File: config.mk
export PLATFORM = sky130hd
export DESIGN_NAME = trace_axis_downsizer
export DESIGN_NICKNAME = d
export VERILOG_FILES = /design/src/rtl/trace_axis_downsizer.sv
export SDC_FILE = /design/constraint.sdc
export NUM_CORES = 1
export LEC_CHECK = 0
export ABC_CLOCK_PERIOD_IN_PS = 2300
export BUFFER_PORTS_ARGS = -buffer_cell sky130_fd_sc_hd__buf_2
export CAP_MARGIN = 0
export CORE_UTILIZATION = 52
export CTS_CLUSTER_DIAMETER = 80
export DETAILED_ROUTE_END_ITERATION = 10
export HOLD_SLACK_MARGIN = 0.05
export PLACE_DENSITY = 0.85
export SLEW_MARGIN = 20
export SYNTH_ARGS = -nofsm -noshare
export SYNTH_HDL_FRONTEND = slang
export SYNTH_SLANG_ARGS = --single-unit
File: constraint.sdc
create_clock -name clk -period 2.3 [get_ports clk]
set_input_delay 0.23 -clock clk [delete_from_list [all_inputs] [get_ports clk]]
set_output_delay 0.23 -clock clk [all_outputs]
set_load 0.02 [all_outputs]
File: src/rtl/trace_axis_downsizer.sv
// Splits each wide {pc, instr} trace item into BEATS narrow AXI-Stream beats, LSB slice first.
// States: EMPTY | no item held, ready for input;  SENDING | emitting beats of hold_data
module trace_axis_downsizer #(
  parameter int IN_WIDTH  = 96,
  parameter int OUT_WIDTH = 32
) (
  input  logic                 clk,
  input  logic                 rst,
  input  logic                 S_AXIS_tvalid,
  output logic                 S_AXIS_tready,
  input  logic [IN_WIDTH-1:0]  S_AXIS_tdata,
  input  logic                 S_AXIS_tlast,
  output logic                 M_AXIS_tvalid,
  input  logic                 M_AXIS_tready,
  output logic [OUT_WIDTH-1:0] M_AXIS_tdata,
  output logic                 M_AXIS_tlast,
  output logic [31:0]          items_sent,
  output logic [31:0]          stall_cycles
);

  localparam int BEATS = IN_WIDTH / OUT_WIDTH;
  localparam int IDX_W = (BEATS > 1) ? $clog2(BEATS) : 1;

  typedef enum logic {EMPTY, SENDING} state_t;

  state_t              state_q, state_d;
  logic [IN_WIDTH-1:0] hold_data;
  logic                hold_last;
  logic [IDX_W-1:0]    idx, idx_d;
  logic                last_beat;
  logic                load;
  logic                m_hs;

  assign last_beat     = (idx == IDX_W'(BEATS - 1));
  assign M_AXIS_tvalid = (state_q == SENDING);
  assign M_AXIS_tlast  = (state_q == SENDING) & hold_last & last_beat;
  assign m_hs          = M_AXIS_tvalid & M_AXIS_tready;
  // Ready never looks at S_AXIS_tvalid, so upstream cannot form a combinational loop through us.
  assign S_AXIS_tready = ~rst & ((state_q == EMPTY) |
                                 ((state_q == SENDING) & last_beat & M_AXIS_tready));

  always_comb begin
    M_AXIS_tdata = '0;
    for (int b = 0; b < BEATS; b++) begin
      if (idx == IDX_W'(b)) M_AXIS_tdata = hold_data[b*OUT_WIDTH +: OUT_WIDTH];
    end
  end

  always_comb begin
    state_d = state_q;
    idx_d   = idx;
    load    = 1'b0;
    case (state_q)
      EMPTY: begin
        if (S_AXIS_tvalid) begin
          load    = 1'b1;
          idx_d   = '0;
          state_d = SENDING;
        end
      end
      SENDING: begin
        if (m_hs) begin
          if (!last_beat) begin
            idx_d = idx + IDX_W'(1);
          end else if (S_AXIS_tvalid) begin
            // Refill on the final beat so consecutive items stream without a bubble.
            load  = 1'b1;
            idx_d = '0;
          end else begin
            state_d = EMPTY;
          end
        end
      end
      default: state_d = EMPTY;
    endcase
  end

  always_ff @(posedge clk) begin
    if (rst) begin
      state_q      <= EMPTY;
      idx          <= '0;
      hold_data    <= '0;
      hold_last    <= 1'b0;
      items_sent   <= '0;
      stall_cycles <= '0;
    end else begin
      state_q <= state_d;
      idx     <= idx_d;
      if (load) begin
        hold_data <= S_AXIS_tdata;
        hold_last <= S_AXIS_tlast;
      end
      if (m_hs && last_beat) items_sent <= items_sent + 32'd1;
      if (M_AXIS_tvalid && !M_AXIS_tready && stall_cycles != 32'hFFFF_FFFF)
        stall_cycles <= stall_cycles + 32'd1;
    end
  end

endmodule

**Word-level counts from Yosys, hierarchy flattened**

Index checks and enable logic that the tools add are counted.

- Reductions and logical operators: 5
- Equal/unequal tests: 4
- Bitwise operators: 9
- Muxes and demuxes: 14
- Add/sub/neg operators: 3
- Multiply operators: 0
- $lt $le $gt $ge: 0
- Div/mod/pow operators: 0
- Shift operators: 0

Operators by type and width:

| kind | count |
|---|---|
| 32-bit two-way mux | 3 |
| 32-bit by 1-bit adder with 32-bit output, second input constant | 2 |
| 32-bit inequality test, second input constant | 1 |
| 1-bit bitwise AND | 6 |
| 2-bit two-way mux | 3 |
| 1-bit two-way mux | 5 |
| 1-bit one-hot mux with 2 select lines | 2 |
| 2-bit one-hot mux with 2 select lines | 1 |
| 1-bit logical AND | 3 |
| 2-bit by 1-bit adder with 2-bit output, second input constant | 1 |
| 2-bit by 1-bit == test with 1-bit output, second input constant | 1 |
| 2-bit == test, second input constant | 1 |
| 2-bit zero test | 1 |
| 2-bit by 1-bit inequality test with 1-bit output, second input constant | 1 |
| 1-bit inverter | 2 |
| 1-bit zero test | 1 |
| 1-bit OR | 1 |

- Logic and storage cells: 41
- Output and inout bits: 99
- Memories: 0
- Bits in registers: 164
- Bits in writable memories: 0
- ROM bits: 0
- Bits in latches: 0
- Input port bits: 101

**Depth between registers and ports, before layout**

Gate-level depths: netlist (run 1).

- Depth in word-level cells: 5
- Gate-level depth with buffers: 9
- Gate-level depth less buffers: 6

**Worst setup path after synthesis (run 1)**

OpenSTA, ideal clock, no wires.

- Path type: flip-flop to flip-flop
- From: register stall_cycles[0]
- To: register stall_cycles[27]
- Setup time: 123 ps
- Slack: 144 ps
- Period minus slack after synthesis: 2,156 ps
- Stages on the path, launching flop included: 7
- Required time: 2,177 ps
- Buffers on the path: 0
- Arrival time: 2,032 ps
- Cells stage by stage: dfxtp_1 ha_1 nand4_1 or2_2 nor4_4 nor4_1 mux2_1

- Cells in the longest elaborated chain, start to end: 2
- Elaborated cells on any way between the ends: 3
- Classes of those cells: add/sub: 1; eq/ne: 1; reduce/logical: 1

Ends and longest elaborated chain:

| element | line | RTL |
|---|---|---|
| start, declared | 18 | `output logic [31:0] stall_cycles` |
| start signal, assigned | 95 | `stall_cycles <= stall_cycles + 32'd1;` |
| parallel branches: the longest is 2 deep, another holds 32-bit by 1-bit adder with 32-bit output | - |  |

Several ways; the timed one is not identified.
A chain may end at the register's enable or synchronous reset.

**Worst setup path after layout (run 1)**

- From: register idx[0]
- To: output M_AXIS_tdata[14]

- Cells in the longest elaborated chain, start to end: 4
- Elaborated cells on any way between the ends: 6
- Classes of those cells: eq/ne: 2; mux: 3; reduce/logical: 1

Ends and longest elaborated chain:

| element | line | RTL |
|---|---|---|
| start, declared | 29 | `logic [IDX_W-1:0] idx, idx_d;` |
| start signal, assigned | 88 | `idx <= idx_d;` |
| 2-bit zero test | 45 | `if (idx == IDX_W'(b)) M_AXIS_tdata = hold_data[b*OUT_WIDTH +: OUT_WIDTH];` |
| 32-bit two-way mux (2 in a row) | 45 |  |
| 32-bit two-way mux * | 45 |  |
| end, declared | 15 | `output logic [OUT_WIDTH-1:0] M_AXIS_tdata,` |

Mark *: on every way between the ends. The rest lies on a longest branch, timed or not.

==> results of run 1 <==
layout make-up:
type	instances	area, um2	share of cell area, %
clock inverter	12	178.9	1.814
multi-input combinational	690	3665	37.16
clock buffer	19	432.9	4.389
timing repair buffer	307	2053	20.82
tap	176	220.2	2.233
inverter	7	26.28	0.2664
sequential	164	3287	33.32
path summary, 6_finish.rpt:
kind,start,to,slack (ns)
max,idx[0]$_SDFFE_PP0P_,M_AXIS_tdata[14],0.06
min,S_AXIS_tdata[10],hold_data[10]$_SDFFE_PP0P_,0.06
max reg2reg,stall_cycles[15]$_SDFFE_PP0P_,stall_cycles[9]$_SDFFE_PP0P_,0.11
min reg2reg,hold_data[63]$_SDFFE_PP0P_,hold_data[63]$_SDFFE_PP0P_,0.45
metal layers:
layer | global-route usage (%) | part of all wire, % | up-vias
met5 | 0 | 0 | -
met1 | 37.26 | 38 | 3652
met2 | 55.09 | 48 | 462
met4 | 19.84 | 4.9 | 0
met3 | 8.365 | 8.5 | 104
li1 | - | - | 3682
worst register-to-register path, cell delays in order (launching register included):
cell and delay (ns):
dfxtp_1 0.43, nand4_4 0.17, or4_4 0.62, nor4_4 0.40, buf_4 0.24, or4_1 0.14
a21oi_1 0.07
registers in the layout (all words and copies together) (netlist names):
name           flops
hold_last          1
stall_cycles      32
items_sent        32
idx                2
hold_data         96
M_AXIS_tvalid      1
kinds of logic (layout without fill, tap and decap cells):
kind of cell,Yosys count,in the layout
buf+inv,65,345
xor+xnor,33,33
simple gates,422,422
fa+ha+maj,2,2
mux,34,34
compound gates,199,199
flops,164,164
power by group through the flow:
stage          sequential [W]  combinational (W)  clock, W
6_report              0.00301           0.000701   0.00297
5_1_grt               0.00302           0.000746   0.00311
4_1_cts               0.00300           0.000655   0.00298
3_5_place_dp          0.00306           0.000543         0
3_3_place_gp          0.00306           0.000535         0
2_1_floorplan         0.00305           0.000334         0
repair_timing:
action / CTS / global route
hold buffers: 81 / 0
buffers inserted: 0 / 2
resized for setup: 0 / 7
endpoints found under the setup margin: 0 / 25
endpoints found under the hold margin: 81 / 0
cell usage in the layout (no fill, tap or decap), drive strengths merged, types with 9 or more instances in the layout:
| cell | count |
|---|---|
| nor2 | 48 |
| mux2i | 33 |
| nand2 | 251 |
| nor4 | 9 |
| o21ai | 57 |
| nand3 | 28 |
| dlygate4sd3 | 81 |
| nor3 | 9 |
| nand4 | 22 |
| buf | 226 |
| a21oi | 126 |
| or3 | 27 |
| xor2 | 17 |
| clkbuf | 19 |
| xnor2 | 16 |
| dfxtp | 164 |
| inv | 9 |
stage by stage:
step | cell area, um2 | power, W | worst slack [ns] | hold slack, ns
2_1_floorplan | 7186 | 0.003381 | 0.1443 | 0.3474
3_3_place_gp | 8406 | 0.003591 | 0.2309 | 0.4413
3_5_place_dp | 8406 | 0.003604 | 0.1480 | 0.4456
4_1_cts | 9828 | 0.006635 | 0.03318 | 0.05135
5_1_grt | 9863 | 0.006876 | 0.004433 | 0.05112
6_report | 9863 | 0.006677 | 0.05760 | 0.06063
==> results.toml, run 1 <==
[yosys]
synth_enable_flop_cells = 0
synth_top_area_share_pct = 45.69
synthTopCellsByCount = "nand2_1, dfxtp_1, a21oi_1"
yosys_warnings = 0
syn_nets = 1022
synthSimpleGateAreaFrac_pct = 26.83
synth-async-reset-ratio_pct = 0
synth_top_area_cell = "dfxtp_1"
synth_cell_types = 50
synthMuxAreaShare_pct = 4.754
synth_area_leaders = "dfxtp_1, nand2_1, a21oi_1"
synth.most_common_cell = "nand2_1"
synth_top_family_by_area = "simple AND/OR/NAND/NOR gates"
synthesis.instances = 919
syn_area_um2 = 7186
syn_avg_cell_area_um2 = 7.819
synth_compound_area_share_pct = 14.68
ys_ff_latch = 164
synthAdderAreaFrac_pct = 0.3483
synth-xor-area-share_pct = 4.022
synthFlopType = "dfxtp_1"
yosysSeqAreaShare_pct = 45.69

[pwr]
intPower_w = 0.005061
power_frac_comb_pct = 10.5
irDropWorstVdd_uv = 553.4
swShare_pct = 24.20
clkPwrFrac_pct = 44.4
p_seq_share_pct = 45.1
p_leak_nw = 3.986
p_per_area_nw_per_um2 = 676.9
p_switching_w = 0.001616

[place]
dp.cells = 1261
dp_hpwl_um = 12880
port_buffers = 199
routabilityCongestion = 0.8554

[sta]
layout_min_cycle_time_ns = 2.242
worstMarginPinSlew_ns = 0.7525
grt_setup_unrepaired = "yes"
fin_tns_setup_ns = 0
finalHoldViolations = 0
maxSlewViolCount = 0
slew_headroom_pct = 49.83
setup_viol = 0
fmax_ghz = 0.4460
fin_skew_ns = 0.01177
period_share_pct = 97.50

[grt]
grt_pass1_vias = 7585
gr-total-overflow = 0
grt_pass1_wl_um = 36930
grt_start_max_net_pins = 73
antenna_found_initial = 0
grt_usage_pct = 32.75

[routing]
wire_per_inst_um = 16.93
drtAntennaViolNets = 0
dr.pass1.iters = 6
drc = 0
drt_first_iter_violations = 732
wl_um = 23280
vias = 7900
routed_via_density = 5.745

[critical_path]
crit_arrival_ns = 2.01
start_kind = "flop"
max_stage_delay_ns = 0.53
crit_cells = 4
crit_slowest_cell = "dfxtp_2"
path_cells = "buf_4 -> mux2i_1 -> o21ai_0 -> buf_2"
crit_family = "buffers and inverters"
critPathKind = "reg2out"
cp_num_buf_inv = 2
worstRegToRegCells = 6
worst_setup_path_end_kind = "primary output"
crit_fanout = 16
required_ns = 2.07

[die]
die-area_um2 = 14290
dieHeight_um = 119.6
ios = 200
rows = 42
core_area_um2 = 13350
die_w_um = 119.6
start_util_pct = 53.83

[clock_tree]
clock_sinks = 164
clkTransAtPathRegs_ns = 0.06
tritoncts = "yes"
root_buffer = "clkbuf_16"
numCtsBuffers = 17
h-tree-depth = 4
clk_path_buf_depth = 2
insertion_delay_ns = 0.44

[hold_path]
hold_depth = 3
worstHoldPathType = "in2reg"

[run_status]
outcome = "finished, final reports clean"

[finish]
layout.cells.non_filler = 1375
drive_gt1_share_pct = 22.85
nets = 1290
fin_util_pct = 73.89
antenna_cells = 0
syn2layout_area_growth_pct = 37.26
n_fill_cell = 900

[job]
max-cap-violations = 0
Note: power is estimated with default switching activity, not from simulation.
==> inputs of run 2 (changes only) <==
RECOVER_POWER = 25   (was default)
==> results.toml, run 2 (same netlist as run 1, synthesis figures left out) <==
[sta]
fin_tns_setup_ns = 0
maxSlewViolCount = 0
slew_headroom_pct = 49.75
fin_skew_ns = 0.008980
fmax_ghz = 0.4454
grt_setup_unrepaired = "yes"
finalHoldViolations = 0
worstMarginPinSlew_ns = 0.7537
period_share_pct = 97.62
setup_viol = 0
layout_min_cycle_time_ns = 2.245
setup_ws_ns = 0.05465

[grt]
antenna_found_initial = 0
use_met1_pct = 37.26
grt_pass1_vias = 7585
grtUsageMet2_pct = 55.09
grt_pass1_wl_um = 36930
grt_usage_pct = 32.75
use_met3_pct = 8.365
gr-total-overflow = 0
grt-busiest-layer = "met2"
grt_start_max_net_pins = 73

[die]
dieHeight_um = 119.6
die-area_um2 = 14290
start_util_pct = 53.83
core_area_um2 = 13350
rows = 42
die_w_um = 119.6
ios = 200

[routing]
routed_via_density = 5.738
drc = 0
dr.pass1.iters = 5
vias = 7890
drtAntennaViolNets = 0
wl_um = 23200
drt_first_iter_violations = 802
wire_per_inst_um = 16.87

[hold_path]
hold-path-endpoint = "hold_data[10]$_SDFFE_PP0P_"
hold_start = "S_AXIS_tdata[10]"
hold_depth = 3
worstHoldPathType = "in2reg"

[finish]
largest_register = "hold_data"
multi_input_area_um2 = 3665
n_fill_cell = 938
drive_gt1_share_pct = 18.18
final_common_cell = "nand2_1"
antenna_cells = 0
nets = 1290
reg.largest.list = "hold_data (96), items_sent (32), stall_cycles (32)"
final_cell_area_um2 = 9793
layout.cells.non_filler = 1375
largest_register_ffs = 96
layout_common_cells = "nand2_1, dfxtp_1, buf_2"
syn2layout_area_growth_pct = 36.29
register_area_um2 = 3287

[place]
place_area_um2 = 8406
dp_hpwl_um = 12880
routabilityCongestion = 0.8554
dpl_worst_slack_ns = 0.1480
port_buffers = 199
dp.cells = 1261

[critical_path]
worstRegToRegCells = 6
critPathKind = "reg2out"
crit_slowest_cell = "dfxtp_2"
rr_endpoint = "stall_cycles[9]$_SDFFE_PP0P_"
crit_arrival_ns = 2.02
start_kind = "flop"
regToRegSetupSlack_ns = 0.12
crit_fanout = 16
required_ns = 2.07
r2r_start = "stall_cycles[15]$_SDFFE_PP0P_"
crit_family = "buffers and inverters"
path_cells = "buf_4 -> mux2i_1 -> o21ai_0 -> buf_2"
max_stage_delay_ns = 0.54
cp_num_buf_inv = 2
worst_setup_path_end_kind = "primary output"

[clock_tree]
clock_sinks = 164
h-tree-depth = 4
clkTransAtPathRegs_ns = 0.06
tritoncts = "yes"
numCtsBuffers = 17
clk_path_buf_depth = 2
root_buffer = "clkbuf_16"
insertion_delay_ns = 0.43

[pwr]
p_leak_nw = 3.739
p_switching_w = 0.001613
clkPwrFrac_pct = 44.4
p_per_area_nw_per_um2 = 681.5
swShare_pct = 24.17
p_seq_share_pct = 45.1
power_frac_comb_pct = 10.5
intPower_w = 0.005061
irDropWorstVdd_uv = 553.2
p_total_w = 0.006674

[job]
max-cap-violations = 0

[run_status]
outcome = "finished, final reports clean"
[run 2: area by class of cell]
cell class	count	share of cell area [%]
repair buffers	307	20.25
inverters	7	0.2683
flip-flops and latches	164	33.56
multi-input cells	690	37.42
well taps	176	2.249
clock inverters	12	1.827
clock buffers	19	4.421
[run 2: worst register-to-register path, cell delays in order (launching register included)]
cell and delay (ns):
dfxtp_1 0.43, nand4_4 0.17, or4_4 0.62, nor4_4 0.39
buf_4 0.24, or4_1 0.14, a21oi_1 0.07
[run 2: worst max path at each step]
stage                                  startpoint                             to  cells after the start
finish                        idx[0]$_SDFFE_PP0P_               M_AXIS_tdata[14]                      4
global route        stall_cycles[15]$_SDFFE_PP0P_  stall_cycles[31]$_SDFFE_PP0P_                      6
CTS                           idx[0]$_SDFFE_PP0P_                M_AXIS_tdata[0]                      4
detailed placement   stall_cycles[0]$_SDFFE_PP0P_   stall_cycles[1]$_SDFFE_PP0P_                      7
global placement     stall_cycles[0]$_SDFFE_PP0P_   stall_cycles[1]$_SDFFE_PP0P_                      7
floorplan            stall_cycles[0]$_SDFFE_PP0P_  stall_cycles[27]$_SDFFE_PP0P_                      6
[run 2: per-layer routing]
| metal | part of all wire [%] | vias to the layer above |
|---|---|---|
| li1 | - | 3684 |
| met1 | 38 | 3668 |
| met2 | 48 | 440 |
| met3 | 8.5 | 98 |
| met4 | 4.9 | 0 |
| met5 | 0 | - |
[run 2: power by group through the flow]
| stage | Combinational [W] | Sequential (W) | Clock [W] |
|---|---|---|---|
| 2_1_floorplan | 0.000334 | 0.00305 | 0 |
| 3_3_place_gp | 0.000535 | 0.00306 | 0 |
| 3_5_place_dp | 0.000543 | 0.00306 | 0 |
| 4_1_cts | 0.000655 | 0.00300 | 0.00298 |
| 5_1_grt | 0.000746 | 0.00302 | 0.00311 |
| 6_report | 0.000699 | 0.00301 | 0.00297 |
[run 2: repair_timing]
item,4_1_cts,5_1_grt
resized for setup,0,7
endpoints found under the setup margin,0,25
buffers inserted,0,2
endpoints found under the hold margin,81,0
hold buffers,81,0
[run 2: metrics by stage]
stage	hold WS, ns	utilization, %
after detailed placement	0.4456	62.97
final	0.06515	73.37
after global routing	0.05112	73.37
after CTS	0.05135	73.63
after floorplan	0.3474	-
after global placement	0.4413	62.97
